==> src/rtl/gremlin_pkg.sv <==
// Shared constants and animation state encoding for the gremlin sprite stage.
// Sprite geometry, coordinate widths and colour width live here.
package gremlin_pkg;

  localparam int SPRITE_W = 16;
  localparam int SPRITE_H = 32;
  localparam int LINE_AW  = 5;
  localparam int COL_AW   = 4;
  localparam int HC_W     = 11;
  localparam int RGB_W    = 12;

  typedef enum logic [1:0] {
    HOLD = 2'd0,
    F0   = 2'd1,
    F1   = 2'd2
  } anim_state_t;

endpackage

==> src/rtl/gremlin_anim.sv <==
// Walking animation: vsync edge detect, display-frame counter, frame FSM.
// The frame bit only moves on vsync rising edges; dropping walk forces HOLD.
module gremlin_anim
  import gremlin_pkg::*;
#(
  parameter int ANIM_PERIOD = 8
) (
  input  logic pclk,
  input  logic rst_n,
  input  logic vsync_in,
  input  logic walk,
  output logic frame
);

  anim_state_t state, state_nxt;
  logic [7:0]  cnt, cnt_nxt;
  logic        vs_q;
  logic        vs_edge;
  logic        last;
  logic        go_hold, go_start, go_wrap, go_inc;

  assign vs_edge = vsync_in & ~vs_q;
  assign last    = (cnt == 8'(ANIM_PERIOD - 1));

  always_ff @(posedge pclk or negedge rst_n) begin
    if (!rst_n) begin
      state <= HOLD;
      cnt   <= '0;
      vs_q  <= 1'b0;
    end else begin
      state <= state_nxt;
      cnt   <= cnt_nxt;
      vs_q  <= vsync_in;
    end
  end

  // Conditions kept mutually exclusive; walk=0 beats a coincident edge.
  assign go_hold  = ~walk;
  assign go_start = walk & (state == HOLD);
  assign go_wrap  = walk & (state != HOLD)
                  & vs_edge & last;
  assign go_inc   = walk & (state != HOLD)
                  & vs_edge & ~last;

  always_comb begin
    state_nxt = state;
    cnt_nxt   = cnt;
    unique case (1'b1)
      go_hold: begin
        state_nxt = HOLD;
        cnt_nxt   = '0;
      end
      go_start: begin
        state_nxt = F0;
        cnt_nxt   = '0;
      end
      go_wrap: begin
        state_nxt = (state == F1) ? F0 : F1;
        cnt_nxt   = '0;
      end
      go_inc: begin
        cnt_nxt = cnt + 8'd1;
      end
      default: ;
    endcase
  end

  always_comb begin
    frame = (state == F1);
  end

endmodule

==> src/rtl/gremlin_draw.sv <==
// Gremlin sprite overlay stage: 2-cycle pipeline over the VGA stream.
// Optional horizontal mirror port with GREMLIN_MIRROR_EN.
module gremlin_draw
  import gremlin_pkg::*;
#(
  parameter logic [RGB_W-1:0] SPRITE_COLOR = 12'hF00,
  parameter int               ANIM_PERIOD  = 8
) (
  input  logic              pclk,
  input  logic              rst_n,
  input  logic [HC_W-1:0]   hcount_in,
  input  logic [HC_W-1:0]   vcount_in,
  input  logic              hsync_in,
  input  logic              vsync_in,
  input  logic              hblnk_in,
  input  logic              vblnk_in,
  input  logic [RGB_W-1:0]  rgb_in,
  input  logic [HC_W-1:0]   xpos,
  input  logic [HC_W-1:0]   ypos,
  input  logic              walk,
`ifdef GREMLIN_MIRROR_EN
  input  logic              mirror,
`endif
  output logic              rom_frame,
  output logic [LINE_AW-1:0] rom_line,
  input  logic [SPRITE_W-1:0] rom_pixels,
  output logic [HC_W-1:0]   hcount_out,
  output logic [HC_W-1:0]   vcount_out,
  output logic              hsync_out,
  output logic              vsync_out,
  output logic              hblnk_out,
  output logic              vblnk_out,
  output logic [RGB_W-1:0]  rgb_out
);

  logic [HC_W-1:0]   x_l, y_l;
  logic [HC_W-1:0]   hc1, vc1;
  logic              hs1, vs1, hb1, vb1;
  logic [RGB_W-1:0]  rgb1;
  logic              box1;
  logic [COL_AW-1:0] col1;
  logic              in_box;
  logic [HC_W:0]     h12, v12, x12, y12;
  logic [COL_AW-1:0] dh;
  logic [LINE_AW-1:0] dv;
  logic              pix_bit;
  logic [RGB_W-1:0]  rgb_nxt;
`ifdef GREMLIN_MIRROR_EN
  logic              mir1;
`endif

  gremlin_anim #(
    .ANIM_PERIOD(ANIM_PERIOD)
  ) u_anim (
    .pclk    (pclk),
    .rst_n   (rst_n),
    .vsync_in(vsync_in),
    .walk    (walk),
    .frame   (rom_frame)
  );

  // One extra bit so x_l+16 / y_l+32 cannot wrap.
  assign h12 = {1'b0, hcount_in};
  assign v12 = {1'b0, vcount_in};
  assign x12 = {1'b0, x_l};
  assign y12 = {1'b0, y_l};

  assign in_box = (h12 >= x12)
                & (h12 < x12 + 12'(SPRITE_W))
                & (v12 >= y12)
                & (v12 < y12 + 12'(SPRITE_H));

  assign dh = hcount_in[COL_AW-1:0]
            - x_l[COL_AW-1:0];
  assign dv = vcount_in[LINE_AW-1:0]
            - y_l[LINE_AW-1:0];

  always_ff @(posedge pclk or negedge rst_n) begin
    if (!rst_n) begin
      x_l      <= '0;
      y_l      <= '0;
      hc1      <= '0;
      vc1      <= '0;
      hs1      <= 1'b0;
      vs1      <= 1'b0;
      hb1      <= 1'b0;
      vb1      <= 1'b0;
      rgb1     <= '0;
      box1     <= 1'b0;
      col1     <= '0;
      rom_line <= '0;
`ifdef GREMLIN_MIRROR_EN
      mir1     <= 1'b0;
`endif
    end else begin
      // vb1 is the registered vblnk_in used for the edge detect.
      if (vblnk_in && !vb1) begin
        x_l <= xpos;
        y_l <= ypos;
      end
      hc1      <= hcount_in;
      vc1      <= vcount_in;
      hs1      <= hsync_in;
      vs1      <= vsync_in;
      hb1      <= hblnk_in;
      vb1      <= vblnk_in;
      rgb1     <= rgb_in;
      box1     <= in_box;
      col1     <= in_box ? dh : '0;
      rom_line <= in_box ? dv : '0;
`ifdef GREMLIN_MIRROR_EN
      mir1     <= mirror;
`endif
    end
  end

`ifdef GREMLIN_MIRROR_EN
  assign pix_bit = mir1
                 ? rom_pixels[col1]
                 : rom_pixels[4'(SPRITE_W-1) - col1];
`else
  assign pix_bit = rom_pixels[4'(SPRITE_W-1) - col1];
`endif

  always_comb begin
    rgb_nxt = rgb1;
    if (hb1 || vb1) begin
      rgb_nxt = '0;
    end else if (box1 && pix_bit) begin
      rgb_nxt = SPRITE_COLOR;
    end
  end

  always_ff @(posedge pclk or negedge rst_n) begin
    if (!rst_n) begin
      hcount_out <= '0;
      vcount_out <= '0;
      hsync_out  <= 1'b0;
      vsync_out  <= 1'b0;
      hblnk_out  <= 1'b0;
      vblnk_out  <= 1'b0;
      rgb_out    <= '0;
    end else begin
      hcount_out <= hc1;
      vcount_out <= vc1;
      hsync_out  <= hs1;
      vsync_out  <= vs1;
      hblnk_out  <= hb1;
      vblnk_out  <= vb1;
      rgb_out    <= rgb_nxt;
    end
  end

endmodule

==> config.mk <==
export PLATFORM = sky130hd
export DESIGN_NAME = gremlin_draw
export DESIGN_NICKNAME = d
export VERILOG_FILES = /design/src/rtl/gremlin_pkg.sv /design/src/rtl/gremlin_anim.sv /design/src/rtl/gremlin_draw.sv
export SDC_FILE = /design/constraint.sdc
export NUM_CORES = 1
export LEC_CHECK = 0
export BUFFER_PORTS_ARGS = -buffer_cell sky130_fd_sc_hd__buf_2
export CAP_MARGIN = 20
export CORE_ASPECT_RATIO = 0.6
export CORE_UTILIZATION = 29
export DETAILED_ROUTE_END_ITERATION = 16
export GPL_ROUTABILITY_DRIVEN = 0
export PLACE_DENSITY_LB_ADDON = 0.15
export SYNTH_ARGS = -nofsm -noshare
export SYNTH_HDL_FRONTEND = slang
export SYNTH_HIERARCHICAL = 1
export SYNTH_SLANG_ARGS = --single-unit
==> constraint.sdc <==
create_clock -name pclk -period 3.1 [get_ports pclk]
set_input_delay 0.31 -clock pclk [delete_from_list [all_inputs] [get_ports pclk]]
set_output_delay 0.31 -clock pclk [all_outputs]
set_load 0.05 [all_outputs]
==> summary.txt <==
Run status
  • Status: completed

Min path
  • Hold Crit Depth: 1
  • WHS Endpoint: hc1[3]
  • Tightest Hold Check Type: in2reg
  • HP Start: hcount_in[3]

Clocking
  • Worst skew pair latency: 0.42 ns
  • Post-CTS Hold Buffers: 21
  • Clock-pin slew on the worst setup and hold paths: 0.06 ns
  • TritonCTS clock tree: built
  • Number of setup buffers added after CTS: 0
  • H-tree levels: 4
  • Num CTS Buffers: 17
  • Clock root cell: clkbuf_16
  • Post-cts sizing count: 0
  • Worst-case clock buffer depth: 2
  • Sink Count: 119

Floorplanning
  • Die width: 171 µm
  • # rows: 36
  • Die footprint: 0.0177 mm²
  • Initial core utilization: 30.2%
  • Die Ht: 104 µm
  • # IOs: 123
  • Core area: 0.0165 mm²

Synth
  • Synth Instances: 398
  • Most common cell in the netlist: dfrtp_1
  • Post-synth EDFFs: 0
  • Sequential-to-total area share from yosys stat: 59.7%
  • Yosys top cell by area: dfrtp_1
  • Area of the mapped netlist: 0.00499 mm²
  • Number of distinct library cells after synthesis: 50
  • Net Count, Synth: 517
  • Syn avg cell area: 12.5 µm²
  • Most used flip-flop cell after synthesis: dfrtp_1
  • Flops & latches, synth: 119
  • Ys Warns: 6
  • Yosys top cell area share: 59.7%
  • Async set-reset flop share out of synthesis: 100%
  • Ranking of synthesized cells by area: dfrtp_1 (60%), ha_1 (9.5%), o21ai_0 (2.4%)
  • Post-synth top cells: dfrtp_1 (119), ha_1 (38), inv_1 (32)

Critical path
  • CP startpoint: hcount_in[0]
  • Max stage delay cell, worst path: dlygate4sd3_1
  • CP max stage delay: 0.53 ns
  • RR Endpoint: col1[1]
  • Startpoint Class: input pin
  • R2R setup slack: 0.59 ns
  • Critical path cell sequence: dlygate4sd3_1 > buf_2 > inv_1 > ha_1 > inv_1 > fa_1 > nand3_1 > a21oi_1 > or3_1 > a211o_1 > nor4b_1
  • Critical R2R Launch: x_l[4]
  • WP data arrival: 2.86 ns
  • Worst Path Max Fanout: 10
  • Critical Path RT: 3.41 ns
  • Crit Path Class: in2reg
  • Worst Reg-to-Reg Cells: 8
  • Crit path top cell by count: inv_1
  • Setup crit end kind: flip-flop

Power and ir drop
  • Total power: 4.43 mW
  • Worst VDD drop: 0.000340 V
  • Pwr dens: 660 mW/mm²
  • Internal power: 3.23 mW
  • Combinational Power Share: 15.7%
  • Net Switching: 1.20 mW
  • Leak: 3.28 nW
  • Clock Power Share: 45.9%
  • Seq pwr share: 38.5%
  • Sw Ratio: 27.0%

STA
  • Slew HR: 50.2%
  • Tmin final: 2.55 ns
  • Skew final: 0.00743 ns
  • Maximum clock frequency: 0.392 GHz
  • Hold WS: 0.0212 ns
  • Slew Limit Fails: 0
  • Actual slew at the worst max-slew pin: 0.747 ns
  • Setup TNS Final: 0 ns
  • Tcrit/Tclk final: 82.2%
  • Final Hold Violating Endpoints: 0
  • Unrepaired setup endpoints after global routing: no
  • Setup violators final: 0

Global routing
  • Grt total ovfl: 0
  • Global-route wire length before repair: 19700 µm
  • Initial antenna violation count: 0
  • GR Util All Layers: 14.7%
  • Largest net degree at the start of global routing: 56
  • Vias in the first global route: 3675

Layout
  • Final nets: 672
  • Layout cells sized above 1: 30.0%
  • Layout fillers: 1598
  • Antenna diodes: 0
  • Synth-to-Final Area Change: 34.4%

Routing
  • Routed Antenna Nets: 0
  • Per-cell routed wire length: 15.0 µm
  • DRC errors left: 0
  • Detailed Routing Iterations Pass 1: 4
  • Vias: 3484
  • 1st-iter DRT viols: 151
  • DR vias/cell: 4.39
  • Detailed Route WL: 11900 µm

Placement
  • Dpl hpwl: 8650 µm
  • PortBufs: 122

Run
  • Max Cap Violations: 0
worst max-delay path, delay by kind of cell:
kind                     cells  cell delay (ns)
buffers and inverters        4             0.78
adder cells (fa/ha/maj)      2             0.56
AO/OA/AOI/OAI                2             0.47
AND/OR/NAND/NOR              3             0.72
power groups by stage:
stage	combinational, mW	clock (mW)	sequential (mW)
2_1_floorplan	0.344	0	1.82
3_3_place_gp	0.667	0	1.73
3_5_place_dp	0.681	0	1.73
4_1_cts	0.707	2.09	1.70
5_1_grt	0.780	2.15	1.72
6_report	0.693	2.03	1.70
area by class of cell:
class                           instances  area, µm²  share of cell area [%]
Inverter                               32        120                    1.79
Clock buffer                           21        460                    6.87
Clock inverter                         11        148                    2.20
Multi-Input combinational cell        237       1840                    27.4
Tap cell                              228        285                    4.26
Sequential cell                       119       2980                    44.4
Timing Repair Buffer                  146        871                    13.0
sequential cells by signal, indices dropped and copies added, names as in the netlist:
signal,cells
rgb_out,12
vc1,11
hc1,11
hblnk_out,1
u_anim/state,2
u_anim/vs_q,1
y_l,11
hsync_out,1
x_l,11
rom_line,5
hb1,1
vb1,1
vcount_out,11
vblnk_out,1
vs1,1
col1,4
rgb1,12
u_anim/cnt,8
hcount_out,11
vsync_out,1
box1,1
hs1,1
per-stage QoR:
stage | instances | setup slack (ns) | utilization (%) | cell area, µm²
2_1_floorplan | 398 | 0.765 | - | 4990
3_3_place_gp | 741 | 0.627 | 35.6 | 5880
3_5_place_dp | 741 | 0.576 | 35.6 | 5880
4_1_cts | 794 | 0.550 | 40.5 | 6700
5_1_grt | 794 | 0.379 | 40.5 | 6700
6_report | 794 | 0.551 | 40.5 | 6700
worst max-delay path by stage:
stage / endpoint / slack [ns] / depth (start not counted)
after detailed placement: col1[1] / 0.58 / 8
after global routing: col1[2] / 0.38 / 8
after CTS: col1[1] / 0.55 / 11
after floorplan: col1[1] / 0.77 / 9
after global placement: rom_line[1] / 0.63 / 8
final: col1[1] / 0.55 / 11
placed cells by master, fill, tap and decap left out, types with 3 or more instances in the layout:
| cell type | instances |
|---|---|
| a21o_1 | 8 |
| a21oi_1 | 20 |
| a31oi_1 | 9 |
| and3_1 | 12 |
| buf_2 | 121 |
| bufinv_16 | 3 |
| clkbuf_16 | 17 |
| clkinvlp_4 | 4 |
| dfrtp_1 | 119 |
| dlygate4sd3_1 | 21 |
| ha_1 | 38 |
| inv_1 | 32 |
| mux2_2 | 3 |
| mux4_1 | 4 |
| nand2_1 | 26 |
| nand2b_1 | 4 |
| nand3_1 | 16 |
| nand4_1 | 3 |
| nand4b_1 | 3 |
| nor2_1 | 5 |
| nor2b_1 | 4 |
| nor4_1 | 6 |
| o21ai_0 | 24 |
| xnor2_1 | 13 |
layer usage:
layer | up-vias | wire [µm] | global-route usage [%]
met4 | 0 | 196 | 5.93
met1 | 1657 | 6230 | 21.6
met5 | - | 0 | 0
li1 | 1713 | - | -
met3 | 17 | 812 | 5.20
met2 | 97 | 4650 | 19.2
cells by family (layout without fill, tap and decap cells):
| logic type | count (synthesis) | count (layout) | share of synthesized area, % |
|---|---|---|---|
| AOI/OAI and AO/OA | 76 | 76 | 9.34 |
| xor gates and xnor gates | 15 | 15 | 2.63 |
| adders and majority gates | 40 | 40 | 10.3 |
| buffers and inverters | 42 | 210 | 3.44 |
| DFF | 119 | 119 | 59.7 |
| muxes | 10 | 10 | 3.64 |
| and+or+nand+nor | 96 | 96 | 10.9 |
(Power assumes the default switching activity.)
